[src/rtl/hamming_syndrome_unit_pkg.sv]
// Shared types and constants for the Hamming decode datapath.
// The parity-group helper is shared by the syndrome calculator and by the encoder.
package hamming_pkg;

  typedef enum logic [1:0] {
    ERR_NONE   = 2'b00,
    ERR_SINGLE = 2'b01,
    ERR_DOUBLE = 2'b10
  } err_e;

  typedef enum logic [2:0] {
    StIdle,
    StFetchL,
    StFetchH,
    StCaptH,
    StEmit,
    StDone
  } state_e;

  localparam int unsigned P1_POS = 1;
  localparam int unsigned P2_POS = 2;
  localparam int unsigned P4_POS = 4;
  localparam int unsigned P8_POS = 8;

  // XOR of every codeword bit whose position index has a bit in common with pos.
  function automatic logic parity_group(input logic [15:0] w, input int unsigned pos);
    logic p;
    p = 1'b0;
    for (int unsigned k = 1; k < 16; k++) begin
      if ((k & pos) != 0) p ^= w[k];
    end
    return p;
  endfunction

endpackage

[src/rtl/hamming_syndrome_unit_if.sv]
// Memory-read and syndrome-output bus of the syndrome unit.
// master = syndrome unit side, slave = memory / LUT side.
interface hamming_syndrome_unit_if #(
  parameter int unsigned AW = 8
);
  import hamming_pkg::*;

  logic [AW-1:0] mem_addr;
  logic          mem_rd_en;
  logic [7:0]    mem_rdata;
  logic          syn_valid;
  logic          syn_ready;
  logic [7:0]    syn_out;
  err_e          err_code;
  logic [15:0]   code_word;
  logic [3:0]    word_idx;

  modport master (
    output mem_addr, mem_rd_en, syn_valid, syn_out, err_code, code_word, word_idx,
    input  mem_rdata, syn_ready
  );

  modport slave (
    input  mem_addr, mem_rd_en, syn_valid, syn_out, err_code, code_word, word_idx,
    output mem_rdata, syn_ready
  );

endinterface

[src/rtl/hamming_syndrome_calc.sv]
// Combinational syndrome, overall parity and error class for one 16-bit codeword.
// Position k of the codeword is word[k]; position 0 holds the overall parity bit.
module hamming_syndrome_calc
  import hamming_pkg::*;
(
  input  logic [15:0] word,
  output logic [3:0]  syndrome,
  output logic        overall,
  output err_e        err
);

  always_comb begin
    syndrome = {parity_group(word, P8_POS), parity_group(word, P4_POS),
                parity_group(word, P2_POS), parity_group(word, P1_POS)};
    overall  = ^word;
    // Odd overall parity is always a single flip, even when it hit p0 (syndrome 0).
    if (overall) begin
      err = ERR_SINGLE;
    end else if (syndrome != 4'd0) begin
      err = ERR_DOUBLE;
    end else begin
      err = ERR_NONE;
    end
  end

endmodule

[src/rtl/hamming_syndrome_unit.sv]
// Walks NUM_WORDS stored codewords (LSW, MSW byte pairs), emitting one syndrome per word
// over a valid/ready handshake. All outputs are registered.
module hamming_syndrome_unit
  import hamming_pkg::*;
#(
  parameter int unsigned NUM_WORDS = 15,
  parameter int unsigned SRC_BASE  = 30,
  parameter int unsigned AW        = 8
) (
  input  logic                    Clk,
  input  logic                    Reset,
  input  logic                    start,
  output logic                    busy,
  output logic                    done,
  hamming_syndrome_unit_if.master bus
);

  state_e      state_q;
  logic [3:0]  idx_q;
  logic [7:0]  lsw_q;

  logic [3:0]  calc_syndrome;
  logic        calc_overall;
  err_e        calc_err;

  hamming_syndrome_calc u_calc (
    .word     ({bus.mem_rdata, lsw_q}),
    .syndrome (calc_syndrome),
    .overall  (calc_overall),
    .err      (calc_err)
  );

  // Address arithmetic wraps modulo 2^AW.
  function automatic logic [AW-1:0] lsw_addr(input logic [3:0] i);
    return AW'(SRC_BASE + 2 * int'(i));
  endfunction

  assign bus.word_idx = idx_q;

  always_ff @(posedge Clk) begin
    if (Reset) begin
      state_q       <= StIdle;
      idx_q         <= '0;
      lsw_q         <= '0;
      bus.mem_addr  <= '0;
      bus.mem_rd_en <= 1'b0;
      bus.syn_valid <= 1'b0;
      bus.syn_out   <= '0;
      bus.err_code  <= ERR_NONE;
      bus.code_word <= '0;
      busy          <= 1'b0;
      done          <= 1'b0;
    end else begin
      done <= 1'b0;
      unique case (state_q)
        StIdle: begin
          if (start) begin
            state_q       <= StFetchL;
            idx_q         <= '0;
            busy          <= 1'b1;
            bus.mem_addr  <= lsw_addr(4'd0);
            bus.mem_rd_en <= 1'b1;
          end
        end
        StFetchL: begin
          state_q      <= StFetchH;
          bus.mem_addr <= lsw_addr(idx_q) + AW'(1);
        end
        StFetchH: begin
          state_q       <= StCaptH;
          lsw_q         <= bus.mem_rdata;
          bus.mem_addr  <= '0;
          bus.mem_rd_en <= 1'b0;
        end
        StCaptH: begin
          state_q       <= StEmit;
          bus.syn_out   <= {4'b0000, calc_syndrome};
          bus.err_code  <= calc_overall ? ERR_SINGLE : calc_err;
          bus.code_word <= {bus.mem_rdata, lsw_q};
          bus.syn_valid <= 1'b1;
        end
        StEmit: begin
          if (bus.syn_ready) begin
            bus.syn_valid <= 1'b0;
            if (idx_q == 4'(NUM_WORDS - 1)) begin
              state_q <= StDone;
              done    <= 1'b1;
            end else begin
              state_q       <= StFetchL;
              idx_q         <= idx_q + 4'd1;
              bus.mem_addr  <= lsw_addr(idx_q + 4'd1);
              bus.mem_rd_en <= 1'b1;
            end
          end
        end
        StDone: begin
          state_q <= StIdle;
          busy    <= 1'b0;
        end
        default: state_q <= StIdle;
      endcase
    end
  end

endmodule

[src/flat_wrapper.sv]
// flat-port wrapper written by rule: the top's interface ports become plain ports
module hamming_syndrome_unit_flat import hamming_pkg::*;
#(
  parameter int unsigned NUM_WORDS = 15,
  parameter int unsigned SRC_BASE  = 30,
  parameter int unsigned AW        = 8
)
  (Clk, Reset, start, busy, done, bus_mem_addr, bus_mem_rd_en, bus_syn_valid, bus_syn_out, bus_err_code, bus_code_word, bus_word_idx, bus_mem_rdata, bus_syn_ready);
  hamming_syndrome_unit_if #(.AW(AW)) bus_i ();
  input  logic Clk;
  input  logic Reset;
  input  logic start;
  output logic busy;
  output logic done;
  output wire logic [$bits(bus_i.mem_addr)-1:0] bus_mem_addr;
  output wire logic [$bits(bus_i.mem_rd_en)-1:0] bus_mem_rd_en;
  output wire logic [$bits(bus_i.syn_valid)-1:0] bus_syn_valid;
  output wire logic [$bits(bus_i.syn_out)-1:0] bus_syn_out;
  output wire logic [$bits(bus_i.err_code)-1:0] bus_err_code;
  output wire logic [$bits(bus_i.code_word)-1:0] bus_code_word;
  output wire logic [$bits(bus_i.word_idx)-1:0] bus_word_idx;
  input wire logic [$bits(bus_i.mem_rdata)-1:0] bus_mem_rdata;
  input wire logic [$bits(bus_i.syn_ready)-1:0] bus_syn_ready;
  assign bus_mem_addr = bus_i.mem_addr;
  assign bus_mem_rd_en = bus_i.mem_rd_en;
  assign bus_syn_valid = bus_i.syn_valid;
  assign bus_syn_out = bus_i.syn_out;
  assign bus_err_code = bus_i.err_code;
  assign bus_code_word = bus_i.code_word;
  assign bus_word_idx = bus_i.word_idx;
  assign bus_i.mem_rdata = bus_mem_rdata;
  assign bus_i.syn_ready = bus_syn_ready;
  hamming_syndrome_unit #(.NUM_WORDS(NUM_WORDS), .SRC_BASE(SRC_BASE), .AW(AW)) u_core (.Clk(Clk), .Reset(Reset), .start(start), .busy(busy), .done(done), .bus(bus_i));
endmodule
[config.mk]
export PLATFORM = sky130hd
export DESIGN_NAME = hamming_syndrome_unit_flat
export DESIGN_NICKNAME = d
export VERILOG_FILES = /design/src/rtl/hamming_syndrome_unit_pkg.sv /design/src/rtl/hamming_syndrome_unit_if.sv /design/src/rtl/hamming_syndrome_calc.sv /design/src/rtl/hamming_syndrome_unit.sv /design/src/flat_wrapper.sv
export SDC_FILE = /design/constraint.sdc
export NUM_CORES = 1
export LEC_CHECK = 0
export CORE_ASPECT_RATIO = 0.9
export CORE_UTILIZATION = 30
export CTS_CLUSTER_DIAMETER = 100
export DETAILED_ROUTE_END_ITERATION = 16
export GPL_ROUTABILITY_DRIVEN = 1
export SLEW_MARGIN = 20
export SYNTH_ARGS = -nofsm -noshare
export SYNTH_HDL_FRONTEND = slang
export SYNTH_SLANG_ARGS = --single-unit
[constraint.sdc]
create_clock -name Clk -period 4.7 [get_ports Clk]
set_input_delay 0.94 -clock Clk [delete_from_list [all_inputs] [get_ports Clk]]
set_output_delay 0.94 -clock Clk [all_outputs]
set_load 0.01 [all_outputs]
==> flow_summary.ini <==
[run_status]
outcome = finished clean

[sta]
fin_crit_sh_pct = 55.8
worst-slew-pin-transition_ps = 992
slew_violations = 0
slew-limit-headroom_pct = 33.9
min_period_ps = 2620
clock_skew_ps = 6.11
setup_total_negative_slack_ps = 0
rsz0062_at_grt = false
setup-violations-final = 0
final_hold_viol_count = 0
max_freq_mhz = 381

[synth]
synth_cell_types = 47
netlist.area_leader.share_pct = 40.0
synth_enable_flop_cells = 0
yosys_warnings = 0
async_reset_ff_share_pct = 0
ys_dominant_reg_cell = dfxtp_1
yosys-top-cells-area = dfxtp_1 40%, xnor2_1 9.3%, nand2_1 8.3%
synth-seq-cells = 47
post_synth.cell_area_avg_um2 = 8.06
syn-instance-count = 292
seq_area_frac_synth_pct = 40.0
syn-cell-area_mm2 = 0.00235
post-synth-top-area-cell = dfxtp_1

[global_routing]
grt_first_pass_wirelength_mm = 8.69
grt.total_usage_pct = 13.5
grt_pass1_vias = 1765
gr-total-overflow = 0
grt_max_degree = 30
grt_antenna_before_repair = 0

[finish]
final_core_density_pct = 39.0
finalNetCount = 346
layout.filler_cells = 791
insertedDiodeCount = 0
layout-area-overhead-vs-synth_pct = 25.6
final_cell_area_mm2 = 0.00296
layout-drive-gt1-share_pct = 4.24
finish.cell_count_without_fillers = 426
final-seq-area_um2 = 941
area_of_combinational_cells_with_multiple_inputs_mm2 = 0.00128

[placement]
dp_hpwl_mm = 3.87
dpl_cell_area_mm2 = 0.00285
port_buffers = 47
gp_congestion = 0.787
dp_cells = 419

[setup_path]
crit_path_max_fanout = 17
crit_type = reg -> reg
critPathArrivalTime_ps = 2770
critPathRequiredTime_ps = 4850
crit_path_end_kind = flop
critical_path.startpoint_type = flop
worst-r2r-cell-count = 8

[clock_network]
cts-root-to-sink-buffers = 2
clk-insertion-delay-late_ps = 290
clkTransAtPathRegs_ps = 80
cts-root-buf = clkbuf_8
cts_resized = 0
cts_hold_repair.buffers = 0
cts_setup_buffers = 0
htree_levels = 2
clock_tree_from_tritoncts = built
cts_num_sinks = 47
num_cts_buffers = 5

[worst_hold_path]
worst_hold_path.num_cells = 2
holdCritPathClass = reg -> reg

[detailed_routing]
wl_mm = 5.36
post_drt_wl_per_cell_um = 12.6
firstDrtPassIters = 4
average_vias_per_placed_instance = 4.75
drt.antenna.violating_nets = 0
routed-via-count = 2023
detailedRoute.firstIterationViolations = 134
drc = 0

[die]
placeableCoreArea_mm2 = 0.00758
effective_utilization_at_floorplan_pct = 31.0
die-height_um = 86.0
floorplan.die_area_mm2 = 0.00820
placementRows = 30
die_width_um = 95.4
floorplan.io_pins = 54

[pwr]
power_leakage_nw = 1.00
max_vdd_drop_mv = 0.166
power-per-cell-area_mw_per_mm2 = 302

[job]
drv.max_cap_violation_count = 0
==> power breakdown <==
group | internal (mW) | total (mW) | switching (mW)
clock | 0.156 | 0.280 | 0.124
combinational | 0.0880 | 0.182 | 0.0941
sequential | 0.415 | 0.432 | 0.0168
==> cell usage in the layout (no fill, tap or decap), drive strengths merged, types with 2 or more instances in the layout <==
cell type	instances
nand3	3
xnor2	27
or3	2
clkdlybuf4s50	47
clkbuf	6
mux2i	2
inv	8
nor3b	2
a21oi	36
a31oi	7
conb	6
o21a	2
nand2	52
a211oi	6
o22ai	3
and3	4
nor2	23
xor2	2
nor2b	4
nand2b	2
nor3	10
ha	4
dfxtp	47
o21ai	6
==> flip-flops by register name, indices dropped and copies added (netlist names) <==
name,flops
u_core.state_q,3
u_core.bus.err_code,2
u_core.bus.mem_addr,6
u_core.bus.mem_rd_en,1
u_core.lsw_q,8
u_core.done,1
u_core.bus.syn_out,4
u_core.bus.code_word,16
u_core.busy,1
u_core.bus.syn_valid,1
u_core.bus.word_idx,4
==> routing by layer <==
| layer | wire length [µm] | vias to the layer above | GRT usage, % |
|---|---|---|---|
| li1 | - | 1055 | - |
| met1 | 2790 | 906 | 20.5 |
| met5 | 0 | - | 0 |
| met2 | 2220 | 56 | 18.6 |
| met3 | 284 | 6 | 2.48 |
| met4 | 64 | 0 | 4.55 |
==> per-stage QoR <==
step           total power [mW]  hold slack (ps)  setup slack [ps]
2_1_floorplan             0.568              458              2580
3_3_place_gp              0.623              450              1900
6_report                  0.894              457              2080
3_5_place_dp              0.624              449              1870
5_1_grt                   0.941              484              1910
4_1_cts                   0.904              460              2110
==> worst max-delay path, stage by stage (launching register included) <==
cell      delay [ps]
dfxtp_1          640
or3b_4           470
inv_2            210
ha_1             340
nand3b_1         110
a21oi_1           80
or3_1            350
a31oi_1          210
nor3_1            70
==> layout make-up <==
class	instances	area share, %
repair buffers	48	16.2
multi-input cells	220	43.5
well taps	96	4.06
clock inverters	1	1.02
clock buffers	6	2.45
flip-flops and latches	47	31.8
inverters	8	1.02
==> kinds of logic (layout without fill, tap and decap cells) <==
kind of cell    after synthesis  count (layout)  share of synthesized area (%)
compound gates               70              70                           17.9
xor+xnor                     29              29                           11.4
fa+ha+maj                     4               4                           2.13
buf+inv                      30              63                           6.22
flops                        47              47                           40.0
mux                           2               2                          0.851
other cells                   1               6                          0.159
simple gates                109             109                           21.4
==> worst paths after layout <==
path / start / end / slack, ps
max: u_core.state_q[2]$_SDFFE_PP0P_ / u_core.bus.mem_addr[3]$_SDFFE_PP0P_ / 2080
min: u_core.bus.code_word[3]$_SDFFE_PP0P_ / u_core.bus.code_word[3]$_SDFFE_PP0P_ / 460
max reg2reg: u_core.state_q[2]$_SDFFE_PP0P_ / u_core.bus.mem_addr[3]$_SDFFE_PP0P_ / 2080
min reg2reg: u_core.bus.code_word[3]$_SDFFE_PP0P_ / u_core.bus.code_word[3]$_SDFFE_PP0P_ / 460
==> synthesized netlist by cell type, types with 2 or more instances <==
| cell type | count |
|---|---|
| ha_1 | 4 |
| a31oi_1 | 7 |
| clkbuf_1 | 9 |
| buf_4 | 7 |
| nor3_1 | 9 |
| nor2_1 | 23 |
| or3_1 | 2 |
| mux2i_1 | 2 |
| o22ai_1 | 3 |
| nand2_1 | 52 |
| xor2_1 | 2 |
| dfxtp_1 | 47 |
| inv_1 | 7 |
| o21a_1 | 2 |
| o21ai_0 | 2 |
| nor2b_1 | 4 |
| a21oi_1 | 36 |
| o21ai_1 | 4 |
| xnor2_1 | 25 |
| xnor2_2 | 2 |
| nand2b_1 | 2 |
| nor3b_1 | 2 |
| buf_2 | 6 |
| and3_1 | 4 |
| nand3_1 | 2 |
| a211oi_1 | 6 |
Power figures use the tool's default switching activity.
